==> src/rtl/uart_pkt_pkg.sv <==
// Shared types and defaults for the framed UART packet reader.
package uart_pkt_pkg;

  typedef enum logic [2:0] {IDLE, PAYLOAD, CHECK, DONE, VETO} state_t;

  localparam logic [7:0] HEADER_DEFAULT  = 8'h55;
  localparam int         CLK_DIV_DEFAULT = 1736;

endpackage

==> src/rtl/uart_byte_rx.sv <==
// 8N1 byte receiver: 2-flop synchroniser, mid-bit sampling every CLK_DIV cycles.
// byte_valid pulses the cycle after a stop-bit sample of 1; framing errors are dropped.
module uart_byte_rx #(
  parameter int CLK_DIV = 1736
) (
  input  logic       clk,
  input  logic       rst,
  input  logic       uart_in,
  output logic       byte_valid,
  output logic [7:0] byte_data
);

  localparam int            CW   = $clog2(CLK_DIV);
  localparam logic [CW-1:0] HALF = CW'(CLK_DIV / 2 - 1);
  localparam logic [CW-1:0] FULL = CW'(CLK_DIV - 1);

  typedef enum logic [1:0] {R_IDLE, R_START, R_DATA, R_STOP} rx_state_t;

  rx_state_t     st_q;
  logic [2:0]    sync_q;  // [1] is the synchronised line, [2] its previous value
  logic [CW-1:0] cnt_q;
  logic [2:0]    bit_q;
  logic [7:0]    sh_q;
  logic          rx;

  assign rx = sync_q[1];

  always_ff @(posedge clk) begin
    if (rst) begin
      st_q       <= R_IDLE;
      sync_q     <= 3'b111;
      cnt_q      <= '0;
      bit_q      <= '0;
      sh_q       <= '0;
      byte_valid <= 1'b0;
      byte_data  <= '0;
    end else begin
      sync_q     <= {sync_q[1:0], uart_in};
      byte_valid <= 1'b0;
      case (st_q)
        R_IDLE: if (sync_q[2] && !rx) begin
          st_q  <= R_START;
          cnt_q <= '0;
        end
        R_START: if (cnt_q == HALF) begin
          cnt_q <= '0;
          bit_q <= '0;
          st_q  <= rx ? R_IDLE : R_DATA;  // a glitch that is high again at mid-bit is ignored
        end else cnt_q <= cnt_q + 1'b1;
        R_DATA: if (cnt_q == FULL) begin
          cnt_q <= '0;
          sh_q  <= {rx, sh_q[7:1]};
          bit_q <= bit_q + 1'b1;
          if (bit_q == 3'd7) st_q <= R_STOP;
        end else cnt_q <= cnt_q + 1'b1;
        R_STOP: if (cnt_q == FULL) begin
          cnt_q      <= '0;
          st_q       <= R_IDLE;
          byte_valid <= rx;
          byte_data  <= sh_q;
        end else cnt_q <= cnt_q + 1'b1;
        default: st_q <= R_IDLE;
      endcase
    end
  end

endmodule

==> src/rtl/uart_packet_reader.sv <==
// Framed packet receiver: HEADER byte, N_BYTE payload bytes, optional XOR checksum
// byte when UART_PKT_CHECKSUM_EN is defined; timeout and header errors open a veto window.
module uart_packet_reader
  import uart_pkt_pkg::*;
#(
  parameter int         N_BYTE      = 5,
  parameter logic [7:0] HEADER      = HEADER_DEFAULT,
  parameter int         CLK_DIV     = CLK_DIV_DEFAULT,
  parameter int         TIMEOUT_CYC = 200000,
  parameter int         VETO_CYC    = 200000
) (
  input  logic                clk,
  input  logic                rst,
  input  logic                uart_in,
  output logic                valid,
  output logic [N_BYTE*8-1:0] q,
  output logic                err_header,
  output logic                err_timeout,
  output logic                err_checksum,
  output logic                busy
);

  localparam int W  = N_BYTE * 8;
  localparam int TW = $clog2(TIMEOUT_CYC + 1);
  localparam int VW = $clog2(VETO_CYC + 1);
  localparam int IW = $clog2(N_BYTE + 1);

  localparam logic [TW-1:0] T_LIM    = TW'(TIMEOUT_CYC - 1);
  localparam logic [VW-1:0] V_LIM    = VW'(VETO_CYC - 1);
  localparam logic [IW-1:0] LAST_IDX = IW'(N_BYTE - 1);

  logic          rx_valid;
  logic [7:0]    rx_data;
  state_t        state_q;
  logic [TW-1:0] timer_q, timer_d;
  logic [VW-1:0] veto_q;
  logic [IW-1:0] idx_q;
  logic [W-1:0]  shadow_q;
  logic          pl_done;

  uart_byte_rx #(.CLK_DIV(CLK_DIV)) u_rx (
    .clk        (clk),
    .rst        (rst),
    .uart_in    (uart_in),
    .byte_valid (rx_valid),
    .byte_data  (rx_data)
  );

  assign timer_d = timer_q + 1'b1;
  assign busy    = (state_q != IDLE);

`ifdef UART_PKT_CHECKSUM_EN
  localparam state_t AFTER_PL = CHECK;
  logic [7:0] csum_q;
  logic       err_chk_q;
  assign err_checksum = err_chk_q;
  assign pl_done      = 1'b0;
`else
  localparam state_t AFTER_PL = DONE;
  assign err_checksum = 1'b0;
  assign pl_done      = rx_valid && (idx_q == LAST_IDX);
`endif

  always_ff @(posedge clk) begin
    if (rst) begin
      state_q     <= IDLE;
      timer_q     <= '0;
      veto_q      <= '0;
      idx_q       <= '0;
      shadow_q    <= '0;
      q           <= '0;
      valid       <= 1'b0;
      err_header  <= 1'b0;
      err_timeout <= 1'b0;
`ifdef UART_PKT_CHECKSUM_EN
      csum_q      <= '0;
      err_chk_q   <= 1'b0;
`endif
    end else begin
      valid       <= 1'b0;
      err_header  <= 1'b0;
      err_timeout <= 1'b0;
`ifdef UART_PKT_CHECKSUM_EN
      err_chk_q   <= 1'b0;
`endif
      case (state_q)
        IDLE: if (rx_valid) begin
          if (rx_data == HEADER) begin
            state_q <= PAYLOAD;
            idx_q   <= '0;
            timer_q <= '0;
`ifdef UART_PKT_CHECKSUM_EN
            csum_q  <= '0;
`endif
          end else begin
            state_q    <= VETO;
            veto_q     <= '0;
            err_header <= 1'b1;
          end
        end
        PAYLOAD: begin
          timer_q <= timer_d;
          if (rx_valid) begin
            for (int i = 0; i < N_BYTE; i++)
              if (idx_q == IW'(i)) shadow_q[i*8 +: 8] <= rx_data;
            idx_q <= idx_q + 1'b1;
`ifdef UART_PKT_CHECKSUM_EN
            csum_q <= csum_q ^ rx_data;
`endif
            if (idx_q == LAST_IDX) state_q <= AFTER_PL;
          end
          // A completing byte in the limit cycle beats the timeout.
          if (timer_d == T_LIM && !pl_done) begin
            state_q     <= VETO;
            veto_q      <= '0;
            err_timeout <= 1'b1;
          end
        end
`ifdef UART_PKT_CHECKSUM_EN
        CHECK: begin
          timer_q <= timer_d;
          if (rx_valid) begin
            if (rx_data == csum_q) state_q <= DONE;
            else begin
              state_q   <= IDLE;
              err_chk_q <= 1'b1;
            end
          end else if (timer_d == T_LIM) begin
            state_q     <= VETO;
            veto_q      <= '0;
            err_timeout <= 1'b1;
          end
        end
`endif
        DONE: begin
          q       <= shadow_q;
          valid   <= 1'b1;
          state_q <= IDLE;
        end
        VETO: begin
          if (veto_q == V_LIM) state_q <= IDLE;
          else veto_q <= veto_q + 1'b1;
        end
        default: state_q <= IDLE;
      endcase
    end
  end

endmodule

==> config.mk <==
export PLATFORM = sky130hd
export DESIGN_NAME = uart_packet_reader
export DESIGN_NICKNAME = d
export VERILOG_FILES = /design/src/rtl/uart_pkt_pkg.sv /design/src/rtl/uart_byte_rx.sv /design/src/rtl/uart_packet_reader.sv
export SDC_FILE = /design/constraint.sdc
export NUM_CORES = 1
export LEC_CHECK = 0
export CORE_MARGIN = 3
export CORE_UTILIZATION = 25
export CTS_BUF_LIST = sky130_fd_sc_hd__clkbuf_2
export DETAILED_ROUTE_END_ITERATION = 10
export HOLD_SLACK_MARGIN = 0.08
export PLACE_DENSITY = 0.45
export SETUP_SLACK_MARGIN = 0.5
export SLEW_MARGIN = 20
export SYNTH_ARGS = -nofsm -noshare
export SYNTH_HDL_FRONTEND = slang
export SYNTH_HIERARCHICAL = 1
export SYNTH_SLANG_ARGS = --single-unit
export TNS_END_PERCENT = 30
==> constraint.sdc <==
create_clock -name clk -period 3.2 [get_ports clk]
set_input_delay 0.64 -clock clk [delete_from_list [all_inputs] [get_ports clk]]
set_output_delay 0.64 -clock clk [all_outputs]
set_load 0.01 [all_outputs]
# After elaboration in Yosys (flattened, before gate mapping)
# Cells that the tools add are included.
# word_totals
word_cells	125
input_bits	3
regBits	161
# classes
eq_ne	30
n_addsub	5
bitwise_logic	5
reduce_logical	29
muxes	36
# ops
operator	n
2-to-1 mux 18 bit	6
one-hot mux 18 bit (3 select lines)	1
adder 18 x 1 -> 18 bit (second input constant)	2
== test 18 bit (second input constant)	2
one-hot mux 18 bit (2 select lines)	1
2-to-1 mux 11 bit	3
2-to-1 mux 3 bit	11
one-hot mux 11 bit (3 select lines)	1
AND reduction 3 bit	7
!= test 2 x 1 -> 1 bit (second input constant)	7
2-to-1 mux 2 bit	6
one-hot mux 3 bit (2 select lines)	2
adder 11 x 1 -> 11 bit (second input constant)	1
== test 11 x 10 -> 1 bit (second input constant)	1
== test 11 bit (second input constant)	1
!= test 2 bit (second input constant)	5
AND reduction 5 bit	2
== test 3 x 2 -> 1 bit (second input constant)	3
== test 3 bit (second input constant)	3
one-hot mux 3 bit (3 select lines)	1
== test 8 x 7 -> 1 bit (second input constant)	1
one-hot mux 2 bit (4 select lines)	1
AND reduction 4 bit	2
adder 3 x 1 -> 3 bit (second input constant)	2
16 further kinds	33

# Logic depth before layout (Yosys ltp)
# depth
depth_word	6
ltp_mapped	9

# Cells and area by module
# Netlist, hierarchy kept.
# modules_own_cells
module	seq_area_each_um2	cells_per_inst	n_inst	area_each_um2
uart_packet_reader	2502.4	689	1	5532.8
uart_byte_rx	720.7	178	1	1616.6

# Worst setup path before layout
# OpenSTA, ideal clock, no wires.
# synth_timing
path_kind	register -> register
from	register timer_q[6]
to	register veto_q[1]
slack_ps	756
stages_incl_launch_ff	10
setup_ps	72
arrival_ps	2372
synth_period_minus_slack_ps	2444
n_path_buf	2
cell_sequence	dfxtp_1 > buf_2 > nand4_1 > nor4_4 > mux2_2 > nor3_1 > o2111ai_1 > a211oi_2 > buf_6 > mux2i_1
# synth_between
elab_chain_cells	5
# synth_rtl
element	line	text
from (decl)	uart_packet_reader.sv:35	logic [TW-1:0] timer_q, timer_d;
from (signal assigned)	uart_packet_reader.sv:102	timer_q <= timer_d;
adder 18 x 1 -> 18 bit	uart_packet_reader.sv:49	assign timer_d = timer_q + 1'b1;
== test 18 bit	uart_packet_reader.sv:113	if (timer_d == T_LIM && !pl_done) begin
logical AND 1 bit	uart_packet_reader.sv:113	
!= test 2 bit (no source line)	-	
AND reduction 5 bit (no source line)	-	
to (signal assigned)	uart_packet_reader.sv:142	else veto_q <= veto_q + 1'b1;
to (decl)	uart_packet_reader.sv:36	logic [VW-1:0] veto_q;
# Every way passes these cells.
# A chain may end at the register's enable or synchronous reset.

# Worst setup path after layout
# layout_timing
from	register timer_q[0]
to	register veto_q[6]
# The elaborated chain is that of the path after synthesis.

==> metrics.md <==
| Metric | Value |
|---|---|
| Post-synthesis cell type with the largest combined area | `dfxtp_1` |
| Run status | `finished, final reports clean` |
| Number of sinks handled by clock tree synthesis | `161` |
| Part of the total power dissipated in combinational logic | `0.018` |
| Number of global-route vias before repair | `5722` |
| Sequential Power Share | `0.585` |
| Layer carrying the most global-route usage | `met2` |
| Dpl cells | `1248` |
| Final net count | `914` |
| Maximum clock frequency | `0.393 GHz` |
| Met2 track utilization from global routing | `0.180` |
| Relative slew margins | `0.438` |
| Power density of the placed cells | `408 mW/mm2` |
| Design internal power | `0.00258 W` |
| TritonCTS clock tree | `built` |
| Number of hold violations in the final report | `0` |
| Area of combinational cells with multiple inputs | `0.00367 mm2` |
| Worst Hold Class | `reg -> reg` |
| Static power due to leakage | `2.74 nW` |
| Number of DRC markers in iteration 0 | `343` |
| Yosys warns | `6` |
| Final Instance Area | `0.00843 mm2` |
| CP Data Required Time | `3.77 ns` |
| # hold bufs at CTS | `0` |
| Count of input and output buffers | `46` |
| Global Route Usage Sum | `0.115` |
| Placed cell area | `0.00795 mm2` |
| H-Tree Depth | `4` |
| Fraction of layout cells with a size suffix above 1 | `0.118` |
| Net Switching | `0.000864 W` |
| Setup repair after global routing missed its margin | `no` |
| Period minus WS final | `2.54 ns` |
| Portion of the post-synthesis area used by sequential elements | `0.451` |
| Die Area | `0.0307 mm2` |
| Chip height | `175 um` |
| Worst path arrival time | `3.12 ns` |
| Seq cells post-synth | `161` |
| Sw Share | `0.251` |
| # rows | `61` |
| Part of the cycle the worst path needs | `0.795` |
| Clock network fraction of total power | `0.397` |
| CP Capture Type | `flip-flop` |
| Clock root cell | `clkbuf_2` |
| Number of synthesized flops with an enable pin | `0` |
| Total wire length | `17600 um` |
| Total setup violations reported at the end of the flow | `0` |
| Remaining global-route overflow | `0` |
| Bufs on Longest Clock Path | `2` |
| Chip Width | `175 um` |
| Detailed-route wire length per cell | `13.6 um` |
| Area added between synthesis and finish | `17.9%` |
| Share of the synthesized area in the top cell type | `0.451` |
| Largest vdd supply drop | `0.214 mV` |
| First-pass GRT wire length | `29400 um` |
| Ratio of routed vias to standard cells | `4.69` |
| Critical Path Source Type | `flip-flop` |
| Combined area of all synthesized cells | `0.00715 mm2` |
| Number of max-slew violations in the final report | `0` |
| Cts bufs inserted | `17` |
| Initial antenna violation count | `1` |
| Core footprint | `0.0280 mm2` |
| Sequential standard cell area | `0.00325 mm2` |
| Total number of vias | `6059` |
| DRC violations left | `0` |
| Reg clk slew, reported paths | `0.26 ns` |
| Number of standard cells in the layout, taps in and fillers out | `1292` |
| Maximum net fanout on the critical path | `12` |
| Leading cell types by total area after synthesis | `dfxtp_1 45%, nand2_1 8.3%, a21oi_1 6.7%` |
| Number of cells produced by synthesis | `867` |
| Maximum number of pins on one net before global-route repair | `78` |
| Syn Nets | `881` |
| Critical-path cell with the highest stage delay | `dfxtp_4` |
| Total negative slack | `0 ns` |
| Worst skew pair latency | `0.72 ns` |
| Main synth FF type | `dfxtp_1` |
| Async SR Flop Fraction | `0` |
| Startpoint-to-endpoint class of the critical path | `reg -> reg` |
| Half-perimeter wire length after placement | `11300 um` |
| Met3 GRT Util | `0.0274` |
| Count of maximum capacitance violations | `0` |
| Highest cell delay on the worst timing path | `0.42 ns` |
| Top-Level Pins | `48` |
| Final weighted congestion in routability-driven placement | `0.756` |
| Total iterations of the first detailed-routing run | `4` |
| Clock Skews | `0.0508 ns` |
| Synthesized area per cell | `8.25 um2` |
| Worst-Margin Slew | `0.843 ns` |
| Number of different library cells in the post-synthesis netlist | `72` |
| FILL cells | `3032` |
| Cells along the critical path | `ha_2 -> and3_1 -> a311oi_1 -> nor3_1 -> a2111oi_4 -> o2111ai_2 -> a211oi_2 -> buf_6 -> o311ai_0` |
| Met1 global-route usage | `0.162` |
| Starting density of the core | `0.255` |
| Number of routed nets with antenna violations | `0` |
| Power Total | `0.00344 W` |
## worst paths after layout
check / startpoint / endpoint / slack, ns / depth (start not counted)
min: shadow_q[29] / q[29] / 0.45 / 2
max: timer_q[0] / veto_q[6] / 0.66 / 9
min reg2reg: shadow_q[29] / q[29] / 0.45 / 2
max reg2reg: timer_q[0] / veto_q[6] / 0.66 / 9
## power groups by stage
| stage | registers (W) | clock network, W | logic, W |
|---|---|---|---|
| global route | 0.00202 | 0.00151 | 0.0000684 |
| detailed placement | 0.00206 | 0 | 0.0000633 |
| CTS | 0.00202 | 0.00143 | 0.0000633 |
| global placement | 0.00206 | 0 | 0.0000635 |
| finish | 0.00201 | 0.00136 | 0.0000616 |
| floorplan | 0.00205 | 0 | 0.0000436 |
## layer usage
layer  part of all wire  routed length, um
met3              0.029                512
met2               0.45               7930
met1               0.51               9040
met5                  0                  0
met4             0.0083                146
## final cells by class
class	count	area share
Tap cell	378	0.0561
Antenna cell	1	0.000297
Clock inverter	14	0.0254
Sequential cell	161	0.386
Inverter	11	0.00490
Timing Repair Buffer	75	0.0819
Clock buffer	18	0.0107
Multi-Input combinational cell	634	0.435
## cells in the mapped netlist (7+ instances only)
cell type	number
a311oi_1	11
nand3b_1	7
nor2_1	88
nor3_1	16
xor2_1	10
a22oi_1	9
nor4_1	9
a211oi_1	9
nand2_1	159
clkbuf_1	45
o21ai_0	19
nand3_1	53
a31oi_1	9
a21oi_1	96
inv_1	11
ha_1	11
and3_1	8
mux2i_1	30
dfxtp_1	161
## registers in the layout (all words and copies together) (netlist names), 3 cells and up, named ones only
register	flops
shadow_q	40
u_rx/bit_q	3
timer_q	18
idx_q	3
veto_q	18
u_rx/sh_q	8
q	40
u_rx/byte_data	8
state_q	3
u_rx/sync_q	3
u_rx/cnt_q	11
## cell families (layout without fill, tap and decap cells)
family                     count (synthesis)  in the layout  share of synthesized area
and+or+nand+nor                          397            397                      0.268
AOI/OAI and AO/OA                        180            180                      0.156
buffers and inverters                     72            118                     0.0445
muxes                                     33             33                     0.0467
other                                      1              2                   0.000525
xor gates and xnor gates                  12             12                     0.0147
DFF                                      161            161                      0.451
adders and majority gates                 11             11                     0.0193
## cells in the final DEF, fill, tap and decap left out, types with 9 or more instances in the layout
cell	count
mux2i_1	30
clkbuf_2	18
a21oi_1	96
ha_1	10
a211oi_1	9
a22oi_1	9
xor2_1	10
inv_1	11
nor3_1	16
dfxtp_1	149
nor2_1	86
buf_4	28
o21ai_0	19
a31oi_1	9
nand3_1	53
clkdlybuf4s50_1	44
nand2_1	159
a311oi_1	11
## repair_timing
action                                  4_1_cts  5_1_grt
setup buffers                                 5        6
resized for setup                            11       19
pin swaps                                     3        5
endpoints found under the setup margin       20       20
## stage by stage
step                utilization  hold WS [ns]  setup slack (ns)
floorplan                     -         0.389             0.756
global placement          0.284         0.394             0.432
detailed placement        0.284         0.396             0.354
CTS                       0.297         0.382             0.506
global route              0.301         0.376             0.472
finish                    0.301         0.448             0.656
## critical path: cells and delay by family (launching register included)
kind	cells	cell delay, ns
adders and majority gates	1	0.23
buffers and inverters	1	0.19
AOI/OAI and AO/OA	5	1.19
DFF	1	0.42
and+or+nand+nor	2	0.38
Power figures use the tool's default switching activity.
